===== config.mk =====
export PLATFORM = sky130hd
export DESIGN_NAME = pcie_stim_gen
export DESIGN_NICKNAME = d
export VERILOG_FILES = /design/src/rtl/pcie_stim_gen.sv
export SDC_FILE = /design/constraint.sdc
export NUM_CORES = 1
export LEC_CHECK = 0
export CAP_MARGIN = 20
export CORE_MARGIN = 1
export CORE_UTILIZATION = 53
export CTS_CLUSTER_DIAMETER = 200
export DETAILED_ROUTE_END_ITERATION = 12
export GPL_TIMING_DRIVEN = 1
export PLACE_DENSITY = 0.78
export RECOVER_POWER = 50
export SETUP_SLACK_MARGIN = 0.4
export SLEW_MARGIN = 0
export SYNTH_ARGS = -nofsm -noshare
export SYNTH_HDL_FRONTEND = slang
export SYNTH_SLANG_ARGS = --single-unit

===== constraint.sdc =====
create_clock -name clock -period 4.15 [get_ports clock]
set_input_delay 0.415 -clock clock [delete_from_list [all_inputs] [get_ports clock]]
set_output_delay 0.415 -clock clock [all_outputs]
set_load 0.01 [all_outputs]

===== src/rtl/pcie_stim_gen.sv =====
// pcie_stim_gen: burst data stimulus source with valid/ready handshake, gaps and pattern modes
// Ports: clock/reset (async, active-high); start/stop control; mode/seed/burst_len/gap_len/num_bursts
// config latched at start; ready backpressure in; valid/data_out stream out; busy/done/word_count status.
module pcie_stim_gen #(
  parameter int          DATA_W = 32,
  parameter int          LEN_W  = 8,
  parameter int          GAP_W  = 4,
  parameter logic [31:0] POLY   = 32'h04C11DB7
) (
  input  logic              clock,
  input  logic              reset,
  input  logic              start,
  input  logic              stop,
  input  logic [1:0]        mode,
  input  logic [DATA_W-1:0] seed,
  input  logic [LEN_W-1:0]  burst_len,
  input  logic [GAP_W-1:0]  gap_len,
  input  logic [LEN_W-1:0]  num_bursts,
  input  logic              ready,
  output logic              valid,
  output logic [DATA_W-1:0] data_out,
  output logic              busy,
  output logic              done,
  output logic [15:0]       word_count
);
  typedef enum logic [1:0] {IDLE, SEND, GAP, DONE} state_t;
  localparam logic [DATA_W-1:0] poly = DATA_W'(POLY);
  state_t            state;
  logic [1:0]        mode_q;
  logic [LEN_W-1:0]  burst_len_q, num_bursts_q, beat_cnt, burst_cnt;
  logic [GAP_W-1:0]  gap_len_q, gap_cnt;
  logic [DATA_W-1:0] pat, nxt;
  logic              stop_pend, xfer, last_word, last_burst, halt;
  function automatic logic [DATA_W-1:0] adv(input logic [DATA_W-1:0] d, input logic [1:0] m);
    return m == 2'd0 ? d :
           m == 2'd1 ? d + DATA_W'(1) :
           m == 2'd2 ? {d[DATA_W-2:0], 1'b0} ^ (d[DATA_W-1] ? poly : '0) :
                       {d[DATA_W-2:0], d[DATA_W-1]};
  endfunction
  assign nxt        = adv(data_out, mode_q);
  assign xfer       = valid && ready;
  assign last_word  = beat_cnt == burst_len_q - LEN_W'(1);
  // num_bursts of zero means run until stop, so it never matches here
  assign last_burst = (num_bursts_q != '0) && (burst_cnt == num_bursts_q - LEN_W'(1));
  // stop may be released while the held word waits for ready; remember it
  assign halt       = stop || stop_pend;
  assign busy       = state != IDLE;
  always_ff @(posedge clock or posedge reset) begin
    if (reset) begin
      state        <= IDLE;
      valid        <= 1'b0;
      data_out     <= '0;
      done         <= 1'b0;
      word_count   <= '0;
      mode_q       <= '0;
      burst_len_q  <= '0;
      num_bursts_q <= '0;
      gap_len_q    <= '0;
      beat_cnt     <= '0;
      burst_cnt    <= '0;
      gap_cnt      <= '0;
      pat          <= '0;
      stop_pend    <= 1'b0;
    end else begin
      done <= 1'b0;
      case (state)
        IDLE: if (start) begin
          mode_q       <= mode;
          burst_len_q  <= burst_len;
          num_bursts_q <= num_bursts;
          gap_len_q    <= gap_len;
          word_count   <= '0;
          beat_cnt     <= '0;
          burst_cnt    <= '0;
          stop_pend    <= 1'b0;
          if (burst_len == '0) begin
            state <= DONE;
            done  <= 1'b1;
          end else begin
            state    <= SEND;
            valid    <= 1'b1;
            // LFSR and rotate would lock up on an all-zero word
            data_out <= (mode[1] && seed == '0) ? DATA_W'(1) : seed;
          end
        end
        SEND: if (xfer) begin
          word_count <= word_count + 16'd1;
          if (last_word) begin
            beat_cnt  <= '0;
            burst_cnt <= burst_cnt + LEN_W'(1);
            if (last_burst || halt) begin
              state <= DONE;
              valid <= 1'b0;
              done  <= 1'b1;
            end else if (gap_len_q != '0) begin
              state   <= GAP;
              valid   <= 1'b0;
              gap_cnt <= gap_len_q - GAP_W'(1);
              pat     <= nxt;
            end else begin
              data_out <= nxt;
            end
          end else if (halt) begin
            state <= DONE;
            valid <= 1'b0;
            done  <= 1'b1;
          end else begin
            beat_cnt <= beat_cnt + LEN_W'(1);
            data_out <= nxt;
          end
        end else if (stop) begin
          stop_pend <= 1'b1;
        end
        GAP: if (stop) begin
          state <= DONE;
          done  <= 1'b1;
        end else if (gap_cnt == '0) begin
          state    <= SEND;
          valid    <= 1'b1;
          data_out <= pat;
        end else begin
          gap_cnt <= gap_cnt - GAP_W'(1);
        end
        default: state <= IDLE;
      endcase
    end
  end
endmodule

==> results of run 1 <==
## state kept, by name, indices dropped and copies added, names as in the netlist
name	count
word_count	16
gap_cnt	4
state	2
burst_cnt	8
beat_cnt	8
burst_len_q	8
num_bursts_q	8
mode_q	2
pat	32
gap_len_q	4
stop_pend	1
done	1
valid	1
data_out	32
## path summary, 6_finish.rpt
kind                                 start           to  slack [ns]
max                        num_bursts_q[0]      pat[10]        0.94
min                                 pat[0]       pat[0]        0.48
max in group asynchronous            reset  data_out[6]        1.01
min reg2reg                         pat[0]       pat[0]        0.48
min in group asynchronous            reset      pat[18]        1.46
max reg2reg                num_bursts_q[0]      pat[10]        0.94
## metal layers
layer	vias up	GRT usage (%)	share of wire, %
met5	-	0	0
met4	0	8.22	1.6
met3	38	6.01	6.2
met2	254	42.7	47
met1	3439	37.8	45
li1	3373	-	-
## cell type report
type	instances	share of cell area, %
Timing Repair Buffer	121	12.1
Clock buffer	22	4.58
Multi-Input combinational cell	668	45.8
Clock inverter	8	0.954
Inverter	35	1.39
Sequential cell	127	32.8
Tap cell	184	2.37
## critical path: stages, from the launching register on
cell     delay [ns]
dfrtp_1        0.42
inv_1          0.10
ha_1           0.22
nor3b_1        0.24
xor2_1         0.11
a211o_1        0.26
nor4_1         0.27
o21ai_1        0.22
nand4_1        0.46
buf_4          0.38
mux2_2         0.38
## synth_stat cells, types with 3 or more instances
library cell and instances:
xnor2_1 18, buf_2 5, inv_1 34, nand2_1 81, or3_1 5, ha_1 12, xor2_1 29, nand2b_1 7
or2_2 14, a21o_1 5, a22oi_1 17, buf_1 3, nor3b_1 3, nand4_1 25, a211oi_1 3, a31oi_1 16
o21ai_0 54, o211ai_1 9, mux2_2 70, or4_1 4, o22ai_1 6, a22o_1 3, o31ai_1 7, and2_1 6
nand3_1 28, a21oi_1 55, mux2i_1 23, clkbuf_1 41, dfrtp_1 127, nor3_1 11, nor2_1 78, and3_1 9
o221ai_1 8, nor4_1 12, nor2b_1 11
## power groups by stage
stage / clock [W] / sequential [W] / combinational (W)
finish: 0.00140 / 0.00221 / 0.00370
global route: 0.00148 / 0.00228 / 0.00410
CTS: 0.00142 / 0.00220 / 0.00371
detailed placement: 0 / 0.00222 / 0.00368
global placement: 0 / 0.00221 / 0.00359
floorplan: 0 / 0.00206 / 0.00273
## kinds of logic after synthesis
kind of cell	share of synthesized area [%]
buf+inv	4.18
flops	39.9
xor+xnor	5.17
simple gates	19.4
compound gates	16.5
mux	12.9
fa+ha+maj	1.89
## through the flow
step / hold slack, ns / setup WS, ns / power (W) / utilization [%] / instances
5_1_grt: 0.494 / 0.409 / 0.00785 / 66.5 / 1165
3_5_place_dp: 0.471 / 0.988 / 0.00590 / 62.9 / 1134
2_1_floorplan: 0.449 / 1.49 / 0.00479 / - / 880
6_report: 0.479 / 0.944 / 0.00731 / 66.5 / 1165
4_1_cts: 0.483 / 0.976 / 0.00733 / 66.6 / 1164
3_3_place_gp: 0.461 / 1.09 / 0.00580 / 62.9 / 1134
==> results.toml, run 1 <==
[finish]
antenna_cells = 0
layout_commonest_cell = "dfrtp_1"
fill_cells = 1171
ff_latch_area_um2 = 3180
syn_to_final_growth_pct = 21.9
fin_area_um2 = 9700
final_cell_mix = "127 x dfrtp_1, 95 x clkdlybuf4s50_1, 81 x nand2_1"
multi_input_area_um2 = 4450
layout-drive-gt1-share_pct = 13.1
final_net_count = 1041

[clock_network]
cts_sinks = 127
path_clk_slew_ns = 0.05
postCtsSetupBuffers = 0
cts_max_level = 4
post_cts_resized = 0
cts_tree = "built"
ctsHoldBuffers = 0
clock_latency_ns = 0.42
cts_made_buffers = 17
clock_path_buffers = 2
root_buffer = "clkbuf_16"

[worst_setup_path]
critPathMaxFanout = 24
start_kind = "flop"
worst_setup_path_end_kind = "flop"
worstPathRequired_ns = 4.45
arrival_ns = 3.50
reg2reg_depth = 10
worstSetupPathType = "flop to flop"

[die]
die_h_um = 125
initial_core_util_pct = 54.6
rows = 44
die-area_um2 = 15500
core_area_um2 = 14600
die_x_um = 125
io_pins = 110

[run_status]
status = "complete, but fails checks"
violations = "max-capacitance violations, max-slew violations"

[synthesis]
synth_edf_count = 0
synth_flop_cell = "dfrtp_1"
ys_ff_latch = 127
seq_area_frac_synth_pct = 39.9
netlist_area_um2 = 7960
synthArstFlopShare_pct = 100
synth_cell_type_count = 68
synth_cells = 880
yosysWarningCount = 0
synth_area_leaders = "dfrtp_1 40%, mux2_2 9.9%, nand2_1 3.8%"
syn-num-nets = 951
synth_top_area_share_pct = 39.9
post_synth.cell_area_avg_um2 = 9.04
yosys.area.top_type = "dfrtp_1"

[routing]
vias = 7104
wl_per_cell_um = 17.4
route.detailed.drc = 0
drt.antenna.violating_nets = 0
drt-initial-drc-count = 611
drt_first_pass_iters = 6
via_per_inst = 6.10
routed_wl_um = 20300

[timing]
worst_pin_slew_ns = 2.84
hold_viol = 0
fin_skew_ns = 0.00769
rsz0062_at_grt = "false"
min_period_over_period_pct = 77.2
max_slew_margin_pct = -89.4
setup_viol = 0
slew_viol_final = 128
min_period_ns = 3.21
tns_ns = 0
fmaxAchievable_ghz = 0.312

[global_routing]
grt_pass1_vias = 6741
overflow = 0
grt_first_pass_wirelength_um = 34300
grt_max_degree = 128
grtUsageTotal_pct = 27.3
antenna_found_initial = 0

[power_and_ir_drop]
clock_power_share_pct = 19.1
swShare_pct = 42.0
p_sw_w = 0.00307
pwr-share-comb_pct = 50.6
internal_power_w = 0.00424
p_leak_nw = 4.07
pwr-share-seq_pct = 30.2
vdd_drop_max_uv = 536
power_density_nw_per_um2 = 754

[flow_run]
drv_cap = 1

[worst_hold_path]
hold_class = "flop to flop"
hold_path_depth = 2

[place]
dp_hpwl_um = 13700
routabilityCongestion = 0.847
postPlaceCellArea_um2 = 9180
portBuffers = 109
(Power assumes the default switching activity.)
==> inputs of run 2 (changes only) <==
==> constraint.sdc (replaced) <==
create_clock -name clock -period 3.15 [get_ports clock]
set_input_delay 0.315 -clock clock [delete_from_list [all_inputs] [get_ports clock]]
set_output_delay 0.315 -clock clock [all_outputs]
set_load 0.01 [all_outputs]
==> results.toml, run 2 (synthesis results as in run 1) <==
[global_routing]
overflow = 0
grt_max_degree = 128
grt_first_pass_wirelength_um = 35300
met2_usage_pct = 43.9
grtUsageTotal_pct = 28.5
grt_use_met1_pct = 39.3
antenna_found_initial = 1
gr-max-usage-layer = "met2"
grt_pass1_vias = 6911
grtUsageMet3_pct = 5.93

[worst_setup_path]
worst_setup_path_end_kind = "flop"
start_kind = "flop"
worstSetupPathType = "flop to flop"
critPathMaxFanout = 7
worstPathRequired_ns = 3.50
arrival_ns = 3.09

[power_and_ir_drop]
vdd_drop_max_uv = 735
p_leak_nw = 4.39
power_density_nw_per_um2 = 1030

[clock_network]
clock_path_buffers = 2
path_clk_slew_ns = 0.05
cts_max_level = 4
cts_made_buffers = 17
clock_latency_ns = 0.42
cts_tree = "built"
root_buffer = "clkbuf_16"
cts_sinks = 127

[timing]
rsz0062_at_grt = "true"
max_slew_margin_pct = -17.9
fin_skew_ns = 0.00666
setup_viol = 0
hold_viol = 0
fmaxAchievable_ghz = 0.365
finalWorstSetupSlack_ns = 0.410
min_period_over_period_pct = 87.0
slew_viol_final = 128
tns_ns = 0
min_period_ns = 2.74
worst_pin_slew_ns = 1.77

[finish]
final_net_count = 1080
fill_cells = 1090
post-route-util_pct = 70.8
reg_top3 = "data_out x32, pat x32, word_count x16"
final_cell_mix = "126 x dfrtp_1, 87 x clkdlybuf4s50_1, 80 x nand2_1"
layout_commonest_cell = "dfrtp_1"
layout-drive-gt1-share_pct = 19.0
syn_to_final_growth_pct = 29.9
antenna_cells = 0
fin_area_um2 = 10300

[place]
dp_hpwl_um = 14300
portBuffers = 109
postPlaceCellArea_um2 = 9330
routabilityCongestion = 0.831
pre_cts_ws_ns = 0.206

[die]
core_area_um2 = 14600
die-area_um2 = 15500
io_pins = 110
die_x_um = 125
initial_core_util_pct = 54.6
rows = 44
die_h_um = 125

[run_status]
violations = "max-capacitance violations, max-slew violations"
status = "complete, but fails checks"

[routing]
drt.antenna.violating_nets = 0
routed_wl_um = 22700
drt_first_pass_iters = 6
drt-initial-drc-count = 771
via_per_inst = 6.14
route.detailed.drc = 0
wl_per_cell_um = 18.8
vias = 7410

[worst_hold_path]
hold_class = "flop to flop"

[flow_run]
drv_cap = 1
## run 2: path summary, 6_finish.rpt
path	cells past startpoint	end	slack, ns	from
min in group asynchronous	3	word_count[13]	1.06	reset
worst min-delay path	2	pat[3]	0.48	pat[3]
worst max register to register	10	beat_cnt[5]	0.41	burst_len_q[0]
worst max-delay path	10	beat_cnt[5]	0.41	burst_len_q[0]
max in group asynchronous	3	num_bursts_q[4]	0.91	reset
worst min register to register	2	pat[3]	0.48	pat[3]
## run 2: report_power, final
part,switching (W),total (W),internal [W]
combinational,0.00300,0.00579,0.00279
clock,0.000720,0.00204,0.00132
sequential,0.000738,0.00286,0.00212
total,0.00446,0.0107,0.00623
## run 2: per-stage QoR
step	hold slack, ns	power (W)	instances
finish	0.477	0.0107	1206
global route	0.510	0.0113	1206
CTS	0.483	0.0101	1195
detailed placement	0.471	0.00790	1152
global placement	0.461	0.00777	1152
floorplan	0.449	0.00631	880
## run 2: layout make-up
type	instances	area, um2	share of cell area [%]
Clock inverter	10	134	1.30
Multi-Input combinational cell	668	4610	44.6
Tap cell	184	230	2.23
Inverter	35	135	1.31
Sequential cell	127	3180	30.8
Timing Repair Buffer	160	1570	15.2
Clock buffer	22	484	4.69
## run 2: repair_timing
action                     in CTS  in global routing
setup buffers                  10                  8
setup endpoints to repair      53                 83
pin swaps                       3                 18
resized for setup               6                 27
cloned                          1                  3
hold buffers                    0                  0
## run 2: layer usage
metal	vias to the layer above	wire (um)
met5	-	0
met4	0	633
met3	55	1730
met2	335	10600
met1	3578	9740
li1	3442	-
## run 2: worst max-delay path, cell delays in order, from the launching register on
cell and delay [ns]:
dfrtp_1 0.40, inv_1 0.08, ha_2 0.18, nor3b_4 0.24, mux2_1 0.17, mux2i_1 0.06
o21a_1 0.19, or3_4 0.44, a31o_4 0.28, or4_4 0.52, a21oi_2 0.12
